### config.mk
export PLATFORM = sky130hd
export DESIGN_NAME = binary_to_bcd_seq
export DESIGN_NICKNAME = d
export VERILOG_FILES = /design/src/rtl/binary_to_bcd_seq.sv
export SDC_FILE = /design/constraint.sdc
export NUM_CORES = 1
export LEC_CHECK = 0
export ABC_AREA = 1
export BUFFER_PORTS_ARGS = -buffer_cell sky130_fd_sc_hd__buf_2
export CAP_MARGIN = 20
export CORE_MARGIN = 5
export CORE_UTILIZATION = 25
export DETAILED_ROUTE_END_ITERATION = 16
export PLACE_DENSITY_LB_ADDON = 0.08
export SLEW_MARGIN = 20
export SYNTH_ARGS = -nofsm -noshare
export SYNTH_HDL_FRONTEND = slang
export SYNTH_SLANG_ARGS = --single-unit
export TNS_END_PERCENT = 20
### constraint.sdc
create_clock -name clk_i -period 1.5 [get_ports clk_i]
set_clock_uncertainty 0.05 [all_clocks]
set_input_delay 0.3 -clock clk_i [delete_from_list [all_inputs] [get_ports clk_i]]
set_output_delay 0.3 -clock clk_i [all_outputs]
set_load 0.005 [all_outputs]
### src/rtl/binary_to_bcd_seq.sv
// Iterative double-dabble binary-to-BCD converter: one input bit per clock, start/busy/done
// handshake, result held in a register so downstream segment encoders never see partial values.
module binary_to_bcd_seq #(
    parameter int WIDTH  = 10,
    parameter int DIGITS = 4
) (
    input  logic                  clk_i,
    input  logic                  rst_i,
    input  logic                  start_i,
    input  logic [WIDTH-1:0]      bin_in_i,
    output logic                  busy_o,
    output logic                  done_o,
    output logic [5*DIGITS-1:0]   digits_out_o
);

    localparam int BW = 4 * DIGITS;
    localparam int CW = $clog2(WIDTH + 1);

    function automatic bit range_ok();
        longint unsigned p;
        p = 1;
        for (int i = 0; i < DIGITS; i++) p = p * 10;
        return p > ((64'd1 << WIDTH) - 1);
    endfunction

    if (!range_ok()) begin : g_range_chk
        $error("binary_to_bcd_seq: 10**DIGITS must exceed 2**WIDTH-1");
    end

    typedef enum logic [1:0] {
        IDLE  = 2'd0,
        SHIFT = 2'd1,
        DONE  = 2'd2
    } state_t;

    state_t              state_q, state_d;
    logic [BW-1:0]       bcd_q, bcd_d;
    logic [WIDTH-1:0]    sh_q, sh_d;
    logic [CW-1:0]       cnt_q, cnt_d;
    logic [5*DIGITS-1:0] dig_q, dig_d;
    logic                busy_q, done_q;

    logic [BW-1:0]       bcd_adj;
    logic [BW-1:0]       bcd_shift;
    logic [WIDTH-1:0]    sh_shift;
    logic [5*DIGITS-1:0] bcd_padded;

    // Per-nibble add-3 correction; nibbles are independent, no carry between them.
    for (genvar g = 0; g < DIGITS; g++) begin : g_digit
        logic [3:0] nib;
        assign nib                 = bcd_q[4*g +: 4];
        assign bcd_adj[4*g +: 4]   = (nib >= 4'd5) ? nib + 4'd3 : nib;
        assign bcd_padded[5*g +: 5] = {1'b0, bcd_shift[4*g +: 4]};
    end

    assign {bcd_shift, sh_shift} = {bcd_adj, sh_q} << 1;

    always_comb begin
        state_d = state_q;
        bcd_d   = bcd_q;
        sh_d    = sh_q;
        cnt_d   = cnt_q;
        dig_d   = dig_q;
        unique case (state_q)
            IDLE, DONE: begin
                if (start_i) begin
                    sh_d    = bin_in_i;
                    bcd_d   = '0;
                    cnt_d   = CW'(WIDTH);
                    state_d = SHIFT;
                end else begin
                    state_d = IDLE;
                end
            end
            SHIFT: begin
                bcd_d = bcd_shift;
                sh_d  = sh_shift;
                cnt_d = cnt_q - 1'b1;
                if (cnt_q == CW'(1)) begin
                    dig_d   = bcd_padded;
                    state_d = DONE;
                end
            end
            default: state_d = IDLE;
        endcase
    end

    always_ff @(posedge clk_i) begin
        if (rst_i) begin
            state_q <= IDLE;
            bcd_q   <= '0;
            sh_q    <= '0;
            cnt_q   <= '0;
            dig_q   <= '0;
            busy_q  <= 1'b0;
            done_q  <= 1'b0;
        end else begin
            state_q <= state_d;
            bcd_q   <= bcd_d;
            sh_q    <= sh_d;
            cnt_q   <= cnt_d;
            dig_q   <= dig_d;
            busy_q  <= (state_d == SHIFT);
            done_q  <= (state_d == DONE);
        end
    end

    assign busy_o       = busy_q;
    assign done_o       = done_q;
    assign digits_out_o = dig_q;

endmodule
==> flow_metrics.py, run 1 <==
metrics = {
    "grt": {
        "grt_first_pass_wirelength_um": 9850,
        "grt_max_degree": 24,
        "grt_pass1_vias": 2086,
        "grt.total_usage_pct": 10.7,
        "grt_antenna_before_repair": 0,
        "overflow": 0,
    },
    "timing": {
        "hold_viol": 0,
        "setup_violations": 0,
        "holdWs_ns": 0.220,
        "clock.fmax_mhz": 726,
        "drv_slew": 0,
        "min_period_over_period_pct": 91.9,
        "rsz0062_at_grt": "true",
        "period_minus_slack_ns": 1.38,
    },
    "cts": {
        "clkLatencyLatePin_ns": 0.30,
        "htreeDepth": 2,
        "cts.root.buffer_cell": "clkbuf_8",
        "cts.sinks": 50,
        "cts_buffers": 5,
        "clkTransAtPathRegs_ns": 0.09,
        "clockBufferDepth": 2,
        "tritoncts": "done",
        "cts-hold-fix-buffers": 0,
    },
    "yosys": {
        "synth_ff_type": "dfxtp_1",
        "yosys_warnings": 0,
        "synthMuxAreaShare_pct": 0.829,
        "async_flop_share_pct": 0,
        "yosysSeqAreaShare_pct": 41.5,
        "yosysTopAreaCell": "dfxtp_1",
        "synthXorXnorAreaFrac_pct": 0,
        "synth.avg_cell_area_um2": 7.38,
        "synth.area.top_cells": "dfxtp_1, nand2_1, nand3_1",
        "yosys.area_share.simple_pct": 29.0,
        "synth-edff-count": 0,
        "synth_most_common_cell": "nand2_1",
        "synthDominantCellAreaShare_pct": 41.5,
        "synth_seq_cells": 50,
        "synthCells": 327,
        "yosysUniqueCellTypes": 26,
        "synth_top_family_by_area": "simple AND/OR/NAND/NOR gates",
        "synth_common_cells": "nand2_1, dfxtp_1, nor2_1, inv_1, nand3_1",
        "synthAdderAreaFrac_pct": 5.18,
        "synth-compound-area-share_pct": 12.4,
        "synth.cell_area_mm2": 0.00241,
    },
    "setup_path": {
        "r2r_setup_slack_ns": 0.12,
        "worstPathRequired_ns": 1.65,
        "endpoint_kind": "register",
        "arrival_ns": 1.53,
        "crit_type": "register to register",
        "critPathLaunchType": "register",
        "critPathMaxFanout": 4,
    },
    "place": {
        "port_buffers": 30,
        "dp.cells": 482,
        "postPlaceCellArea_mm2": 0.00271,
        "dp_hpwl_um": 4230,
        "place_congestion": 0.694,
    },
    "routing": {
        "wire_per_inst_um": 11.9,
        "dr.first_iter.drc_count": 83,
        "postRouteAntennaNets": 0,
        "drtPass1Iterations": 4,
        "vias_per_cell": 4.29,
        "vias": 2105,
        "drc": 0,
        "wl_um": 5870,
    },
    "die": {
        "io_pins": 35,
        "fp.dieArea_mm2": 0.0117,
        "start_util_pct": 25.9,
        "die_w_um": 108,
        "die_h_um": 108,
        "row_count": 35,
        "core_area_mm2": 0.00933,
    },
    "finish": {
        "nets": 384,
        "area_growth_pct": 17.3,
        "drive_gt1_share_pct": 19.1,
        "instances_no_fill": 491,
        "finish.utilization_pct": 30.4,
        "antennaDiodeCount": 0,
        "postLayoutCellArea_mm2": 0.00283,
    },
    "pwr": {
        "p_per_area_mw_per_mm2": 909,
        "clkPwrFrac_pct": 32.5,
        "power.total_uw": 2570,
        "p_sw_share_pct": 27.1,
        "p_comb_share_pct": 12.4,
        "p_leak_uw": 0.00128,
        "ir_worst_vdd_uv": 325,
        "netSwitchingPower_uw": 697,
        "p_int_uw": 1880,
        "seq_power_share_pct": 55.1,
    },
    "run_status": {
        "status": "complete, no violations",
    },
    "job": {
        "maxCapViolCount": 0,
    },
    "hold_path": {
        "hold_path_class": "input port to register",
    },
}
-- cells in the final DEF, fill, tap and decap left out, drive strengths merged, types with 2 or more instances in the layout --
cell,netlist,routed
buf,14,40
inv,36,36
a21oi,27,27
nand3,29,29
conb,1,4
nor3,11,11
nand4,6,6
nor2,36,36
ha,10,10
nand2,74,74
mux2i,2,2
dfxtp,50,50
clkbuf,2,6
o21ai,28,28
-- critical path: stages, from the launching register on --
cell and delay, ns:
dfxtp_1 0.37, inv_1 0.09, ha_1 0.18, inv_1 0.08
nand2_1 0.09, nand3_1 0.14, nand2_1 0.09, a21oi_1 0.14
nor2_1 0.05
-- path summary, 6_finish.rpt --
| check | from | to | cells after the start |
|---|---|---|---|
| worst max-delay path | bcd_q[1] | digits_out_o[2] | 8 |
| worst min-delay path | bin_in_i[6] | sh_q[6] | 3 |
| worst max register to register | bcd_q[1] | digits_out_o[2] | 8 |
| worst min register to register | cnt_q[0] | cnt_q[0] | 1 |
-- area by class of cell --
type,instances,area [µm²]
Sequential cell,50,1000
Clock buffer,6,82.6
Multi-Input combinational cell,228,1180
Clock inverter,2,12.5
Inverter,36,140
Tap cell,129,161
Timing Repair Buffer,40,254
Fill cell,1062,6500
-- registers in the layout, summed over array words and instances, names as in the netlist --
register / flops
digits_out_o: 16
busy_o: 1
bcd_q: 16
sh_q: 10
done_o: 1
cnt_q: 4
state_q: 2
-- power groups by stage --
stage | logic [µW] | clock network (µW) | registers [µW]
final | 319 | 836 | 1420
after global placement | 324 | 0 | 1450
after detailed placement | 322 | 0 | 1450
after global routing | 369 | 937 | 1430
after CTS | 323 | 891 | 1420
after floorplan | 236 | 0 | 1440
-- cells by family (layout without fill, tap and decap cells) --
kind of cell	after synthesis	count (layout)
AND/OR/NAND/NOR	156	156
AO/OA/AOI/OAI	56	56
buffers and inverters	52	84
flip-flops	50	50
adder cells (fa/ha/maj)	10	10
multiplexers	2	2
other	1	4
-- metal layers --
metal  up-vias  share of wire, %  GRT usage, %
li1       1115                 -             -
met1       958                47          13.1
met2        28                48          18.6
met3         4               3.6          2.45
met4         0              0.78          2.98
met5         -                 0             0
-- repair_timing --
| item | 4_1_cts | 5_1_grt |
|---|---|---|
| setup endpoints to repair | 0 | 20 |
| setup buffers | 0 | 1 |
| hold endpoints to repair | 0 | 0 |
| resized for setup | 0 | 8 |
-- per-stage QoR --
stage | setup TNS (ns) | setup slack (ns)
2_1_floorplan | 0 | 0.220
3_3_place_gp | 0 | 0.0272
3_5_place_dp | 0 | 0.0531
4_1_cts | 0 | 0.0224
5_1_grt | -0.00135 | -0.00135
6_report | 0 | 0.122
Note: power is estimated with default switching activity, not from simulation.
==> run 2: changes to the inputs <==
Clock period 1.5 ns to 1.8 ns, I/O delays scaled along.
==> run 2 against run 1 <==
Clock power fell by 18%. Critical path depth is 2 lower. Combinational power shrank 25%. Worst hold slack better by 0.063 ns. Sequential power decreased by 17%. Die area stayed put. Final cell count decreased by 1.6%. Power is 18% lower. Via count shrank 0.24%. Worst setup slack better by 0.13 ns. Sequential share of layout area rose by 1.2 points. Wire length shrank 0.75%.
==> flow_metrics.py, run 2 (synthesis results as in run 1) <==
metrics = {
    "routing": {
        "vias_per_cell": 4.35,
        "dr.first_iter.drc_count": 74,
        "postRouteAntennaNets": 0,
        "vias": 2100,
        "drc": 0,
        "wl_um": 5820,
        "drtPass1Iterations": 4,
        "wire_per_inst_um": 12.1,
    },
    "setup_path": {
        "r2r-start": "cnt_q[0]",
        "crit_chain": "ha_1 -> nand3_2 -> nor2_8 -> inv_2 -> a21oi_1 -> nor2_1",
        "critPathMaxStageDelay_ns": 0.39,
        "path_buf_inv": 1,
        "critPathMaxFanout": 17,
        "critical_path.top_delay_family": "simple AND/OR/NAND/NOR gates",
        "crit_type": "register to register",
        "critPathLaunchType": "register",
        "worstPathRequired_ns": 1.95,
        "path_depth": 6,
        "startpoint": "cnt_q[0]",
        "arrival_ns": 1.70,
        "endpoint_kind": "register",
        "rr_worst_depth": 6,
        "critPathSlowestCell": "dfxtp_1",
    },
    "place": {
        "dp.cells": 475,
        "dp_hpwl_um": 4190,
        "place_congestion": 0.768,
        "port_buffers": 30,
    },
    "finish": {
        "antennaDiodeCount": 0,
        "nets": 376,
        "final_common_cell": "nand2_1",
        "register_area_mm2": 0.00100,
        "multi_input_area_mm2": 0.00116,
        "mostFrequentLayoutCells": "nand2_1, dfxtp_1, nor2_1",
        "instances_no_fill": 483,
        "fillers": 1072,
        "drive_gt1_share_pct": 15.5,
        "area_growth_pct": 13.1,
    },
    "cts": {
        "post_cts_resized": 0,
        "post_cts_buffers": 0,
        "tritoncts": "done",
        "cts.sinks": 50,
        "cts_buffers": 5,
        "htreeDepth": 2,
        "cts-hold-fix-buffers": 0,
        "clockBufferDepth": 2,
        "cts.root.buffer_cell": "clkbuf_8",
        "clkLatencyLatePin_ns": 0.30,
        "clkTransAtPathRegs_ns": 0.09,
    },
    "grt": {
        "grt_first_pass_wirelength_um": 9730,
        "overflow": 0,
        "grt_antenna_before_repair": 0,
        "grt.total_usage_pct": 10.5,
        "grt_max_degree": 24,
        "grt_pass1_vias": 1967,
    },
    "die": {
        "die_w_um": 108,
        "io_pins": 35,
        "die_h_um": 108,
        "core_area_mm2": 0.00933,
        "row_count": 35,
        "start_util_pct": 25.9,
        "fp.dieArea_mm2": 0.0117,
    },
    "job": {
        "maxCapViolCount": 0,
    },
    "pwr": {
        "ir_worst_vdd_uv": 294,
        "p_per_area_mw_per_mm2": 771,
        "p_leak_uw": 0.00122,
    },
    "timing": {
        "drv_slew": 0,
        "final.setup.tns_ns": 0,
        "min_period_over_period_pct": 86.1,
        "setup_violations": 0,
        "hold_viol": 0,
        "rsz0062_at_grt": "false",
        "clock.fmax_mhz": 646,
        "period_minus_slack_ns": 1.55,
    },
    "hold_path": {
        "hold_path_class": "input port to register",
        "whs_path_depth": 3,
        "min_from": "bin_in_i[4]",
    },
    "run_status": {
        "status": "complete, no violations",
    },
}
## run 2: cell types whose count changed in the layout (fill, tap and decap cells not counted), sizes merged
cell / change
clkinvlp: -1
buf: -8
clkbuf: +1
## run 2: worst paths after layout
| check | slack [ns] | end |
|---|---|---|
| setup / recovery | 0.25 | digits_out_o[2] |
| hold / removal | 0.28 | sh_q[4] |
| setup reg to reg | 0.25 | digits_out_o[2] |
| hold reg to reg | 0.41 | sh_q[0] |
## run 2: layer usage
layer / global-route usage (%) / share of wire (%) / vias up / wire length [µm]
met1: 13.7 / 48 / 949 / 2790
li1: - / - / 1106 / -
met3: 2.15 / 4.0 / 7 / 231
met2: 17.5 / 47 / 38 / 2730
met5: 0 / 0 / - / 0
met4: 2.98 / 1.3 / 0 / 75
## run 2: through the flow
stage	power, µW	hold slack (ns)	area, µm²	setup WS, ns	util, %
floorplan	1400	0.386	2430	0.520	-
global placement	1460	0.398	2640	0.270	28.3
detailed placement	1450	0.401	2640	0.247	28.3
CTS	2160	0.276	2730	0.230	29.3
global route	2240	0.283	2730	0.0845	29.3
finish	2110	0.283	2730	0.251	29.3
## run 2: tightest hold or removal path: cells and delay by family
family / cells / cell delay, ns
buffers and inverters: 1 / 0.09
and+or+nand+nor: 2 / 0.15
## run 2: area by class of cell
cell class | instances | area share (%)
flip-flops and latches | 50 | 36.6
multi-input cells | 228 | 42.5
clock buffers | 7 | 3.16
inverters | 36 | 5.13
clock inverters | 1 | 0.183
well taps | 129 | 5.91
repair buffers | 32 | 6.50
## run 2: where the power goes
| group | leakage (µW) | internal (µW) | switching [µW] | total (µW) |
|---|---|---|---|---|
| clock network | 0.0000482 | 311 | 375 | 686 |
| logic | 0.000767 | 79.6 | 160 | 240 |
| registers | 0.000407 | 1150 | 28.2 | 1180 |
| total | 0.00122 | 1540 | 563 | 2110 |
==> run 3: changes to the inputs <==
Settings changed: ABC_AREA 1 to 0.
==> run 3 against run 2 <==
Fmax shrank 9.4%. Wire length decreased by 12%. Largest power group unchanged. Critical path depth is the same. Non-clock buffer count up 15. Sequential share of layout area rose by 1.1 points. Die area decreased by 7.7%. Power down 0.99%.
==> flow_metrics.py, run 3 <==
metrics = {
    "timing": {
        "hold_viol": 0,
        "period_minus_slack_ns": 1.71,
        "min_period_over_period_pct": 95.0,
        "final.setup.tns_ns": 0,
        "relSlewSlack_pct": 65.4,
        "clock.fmax_mhz": 585,
        "setup_violations": 0,
        "rsz0062_at_grt": "true",
        "worst_pin_slew_ns": 0.520,
        "drv_slew": 0,
    },
    "routing": {
        "drc": 0,
        "vias": 1768,
        "drtPass1Iterations": 4,
        "dr.first_iter.drc_count": 37,
        "vias_per_cell": 4.58,
        "postRouteAntennaNets": 0,
        "wl_um": 5140,
        "wire_per_inst_um": 13.3,
    },
    "job": {
        "maxCapViolCount": 0,
    },
    "yosys": {
        "synth_seq_cells": 50,
        "yosysTopAreaCell": "dfxtp_1",
        "synth_most_common_cell": "dfxtp_1",
        "synthDominantCellAreaShare_pct": 45.3,
        "async_flop_share_pct": 0,
        "synthCells": 237,
        "synth-edff-count": 0,
        "synth_ff_type": "dfxtp_1",
        "yosys_warnings": 0,
        "synth.area.top_cells": "dfxtp_1, ha_1, o2bb2ai_1",
        "yosysUniqueCellTypes": 32,
        "yosysSeqAreaShare_pct": 45.3,
        "synth_common_cells": "dfxtp_1, nor2_1, a21oi_1, nand2b_1, nor3_1",
        "synth.avg_cell_area_um2": 9.32,
        "synth.cell_area_mm2": 0.00221,
    },
    "setup_path": {
        "critPathMaxFanout": 10,
        "r2r_setup_slack_ns": 0.09,
        "rr_worst_depth": 6,
        "critical_path.top_delay_family": "simple AND/OR/NAND/NOR gates",
        "crit_chain": "inv_1 -> ha_1 -> or3b_4 -> or3_1 -> buf_6 -> o22ai_2",
        "r2r-start": "cnt_q[1]",
        "endpoint_kind": "register",
        "critPathSlowestCell": "or3b_4",
        "critPathMaxStageDelay_ns": 0.40,
        "path_buf_inv": 2,
        "crit_type": "register to register",
        "r2r-end": "digits_out_o[11]",
        "arrival_ns": 1.89,
        "critPathLaunchType": "register",
        "worstPathRequired_ns": 1.98,
    },
    "cts": {
        "cts.root.buffer_cell": "clkbuf_8",
        "clkLatencyLatePin_ns": 0.29,
        "tritoncts": "done",
        "clockBufferDepth": 2,
        "clkTransAtPathRegs_ns": 0.09,
        "htreeDepth": 2,
        "post_cts_buffers": 0,
        "cts.sinks": 50,
        "cts_buffers": 5,
    },
    "hold_path": {
        "min_from": "bin_in_i[0]",
        "hold_path_class": "input port to register",
        "min_to": "sh_q[0]",
        "whs_path_depth": 3,
    },
    "place": {
        "dp_hpwl_um": 3780,
        "place_congestion": 0.690,
        "dp.cells": 378,
        "postPlaceCellArea_mm2": 0.00255,
        "port_buffers": 30,
    },
    "die": {
        "io_pins": 35,
        "row_count": 34,
        "die_h_um": 104,
        "fp.dieArea_mm2": 0.0108,
        "core_area_mm2": 0.00868,
        "die_w_um": 104,
        "start_util_pct": 25.5,
    },
    "finish": {
        "fillers": 931,
        "drive_gt1_share_pct": 24.8,
        "antennaDiodeCount": 0,
        "area_growth_pct": 20.1,
        "final_common_cell": "dfxtp_1",
        "register_area_mm2": 0.00100,
        "multi_input_area_mm2": 0.00109,
        "instances_no_fill": 386,
        "mostFrequentLayoutCells": "dfxtp_1, buf_2, nor2_1",
        "nets": 300,
        "postLayoutCellArea_mm2": 0.00265,
        "finish.utilization_pct": 30.6,
    },
    "grt": {
        "overflow": 0,
        "grt_first_pass_wirelength_um": 8980,
        "grt_pass1_vias": 1772,
        "grt_max_degree": 20,
        "grt_antenna_before_repair": 0,
        "grt.total_usage_pct": 9.91,
    },
    "pwr": {
        "ir_worst_vdd_uv": 293,
        "power.total_uw": 2090,
        "p_leak_uw": 0.00101,
        "p_per_area_mw_per_mm2": 786,
    },
    "run_status": {
        "status": "complete, no violations",
    },
}
-- run 3: cell count changes in the layout (fill, tap and decap cells not counted), sizes merged, moves of 15 or more --
cell and delta:
nand2 -72, nand2b +15, o22ai +17, buf +15, o21ai -21, inv -24
nand3 -25
-- run 3: timing repair --
action | in CTS | in global routing
resized for setup | 0 | 3
hold buffers | 0 | 0
setup endpoints to repair | 0 | 10
hold endpoints to repair | 0 | 0
-- run 3: cell type report --
class                   instances  area share [%]
multi-input cells             161            41.0
flip-flops and latches         50            37.7
repair buffers                 47            11.1
clock inverters                 1           0.189
clock buffers                   7            3.25
inverters                      12            1.70
well taps                     108            5.09
-- run 3: metal layers --
metal | vias to the layer above | share of wire, % | global-route usage (%)
met5 | - | 0 | 0
met1 | 822 | 48 | 13.8
met2 | 24 | 48 | 15.3
met4 | 0 | 1.0 | 3.05
li1 | 920 | - | -
met3 | 2 | 3.1 | 2.23
-- run 3: cell families (layout without fill, tap and decap cells) --
kind of cell	after synthesis	count (layout)	share of synthesized area (%)
other cells	1	4	0.170
fa+ha+maj	10	10	5.66
compound gates	63	63	20.4
xor+xnor	5	5	1.98
buf+inv	29	67	6.34
simple gates	74	74	17.7
mux	5	5	2.49
flops	50	50	45.3
-- run 3: how the worst max path moves through the flow --
stage                     cells past startpoint  slack [ns]     start               end
after floorplan                               5        0.17  cnt_q[0]  digits_out_o[11]
after global placement                        6        0.09  cnt_q[1]  digits_out_o[12]
after detailed placement                      6        0.07  cnt_q[1]  digits_out_o[11]
after CTS                                     6        0.05  cnt_q[1]   digits_out_o[1]
after global routing                          7       -0.02  cnt_q[1]   digits_out_o[8]
final                                         6        0.09  cnt_q[1]  digits_out_o[11]
-- run 3: per-stage QoR --
| stage | hold slack, ns | setup WS [ns] |
|---|---|---|
| global placement | 0.402 | 0.0922 |
| CTS | 0.277 | 0.0495 |
| global route | 0.297 | -0.0206 |
| floorplan | 0.382 | 0.175 |
| detailed placement | 0.407 | 0.0691 |
| finish | 0.277 | 0.0892 |
-- run 3: worst reg2reg max path, cell delays in order (launching register included) --
cell and delay [ns]:
dfxtp_1 0.32, inv_1 0.09, ha_1 0.14, or3b_4 0.40, or3_1 0.33, buf_6 0.17, o22ai_2 0.16
-- run 3: power breakdown --
group	total [µW]	internal, µW	switching, µW
Combinational	242	107	135
Clock	671	311	360
Sequential	1170	1150	24.5
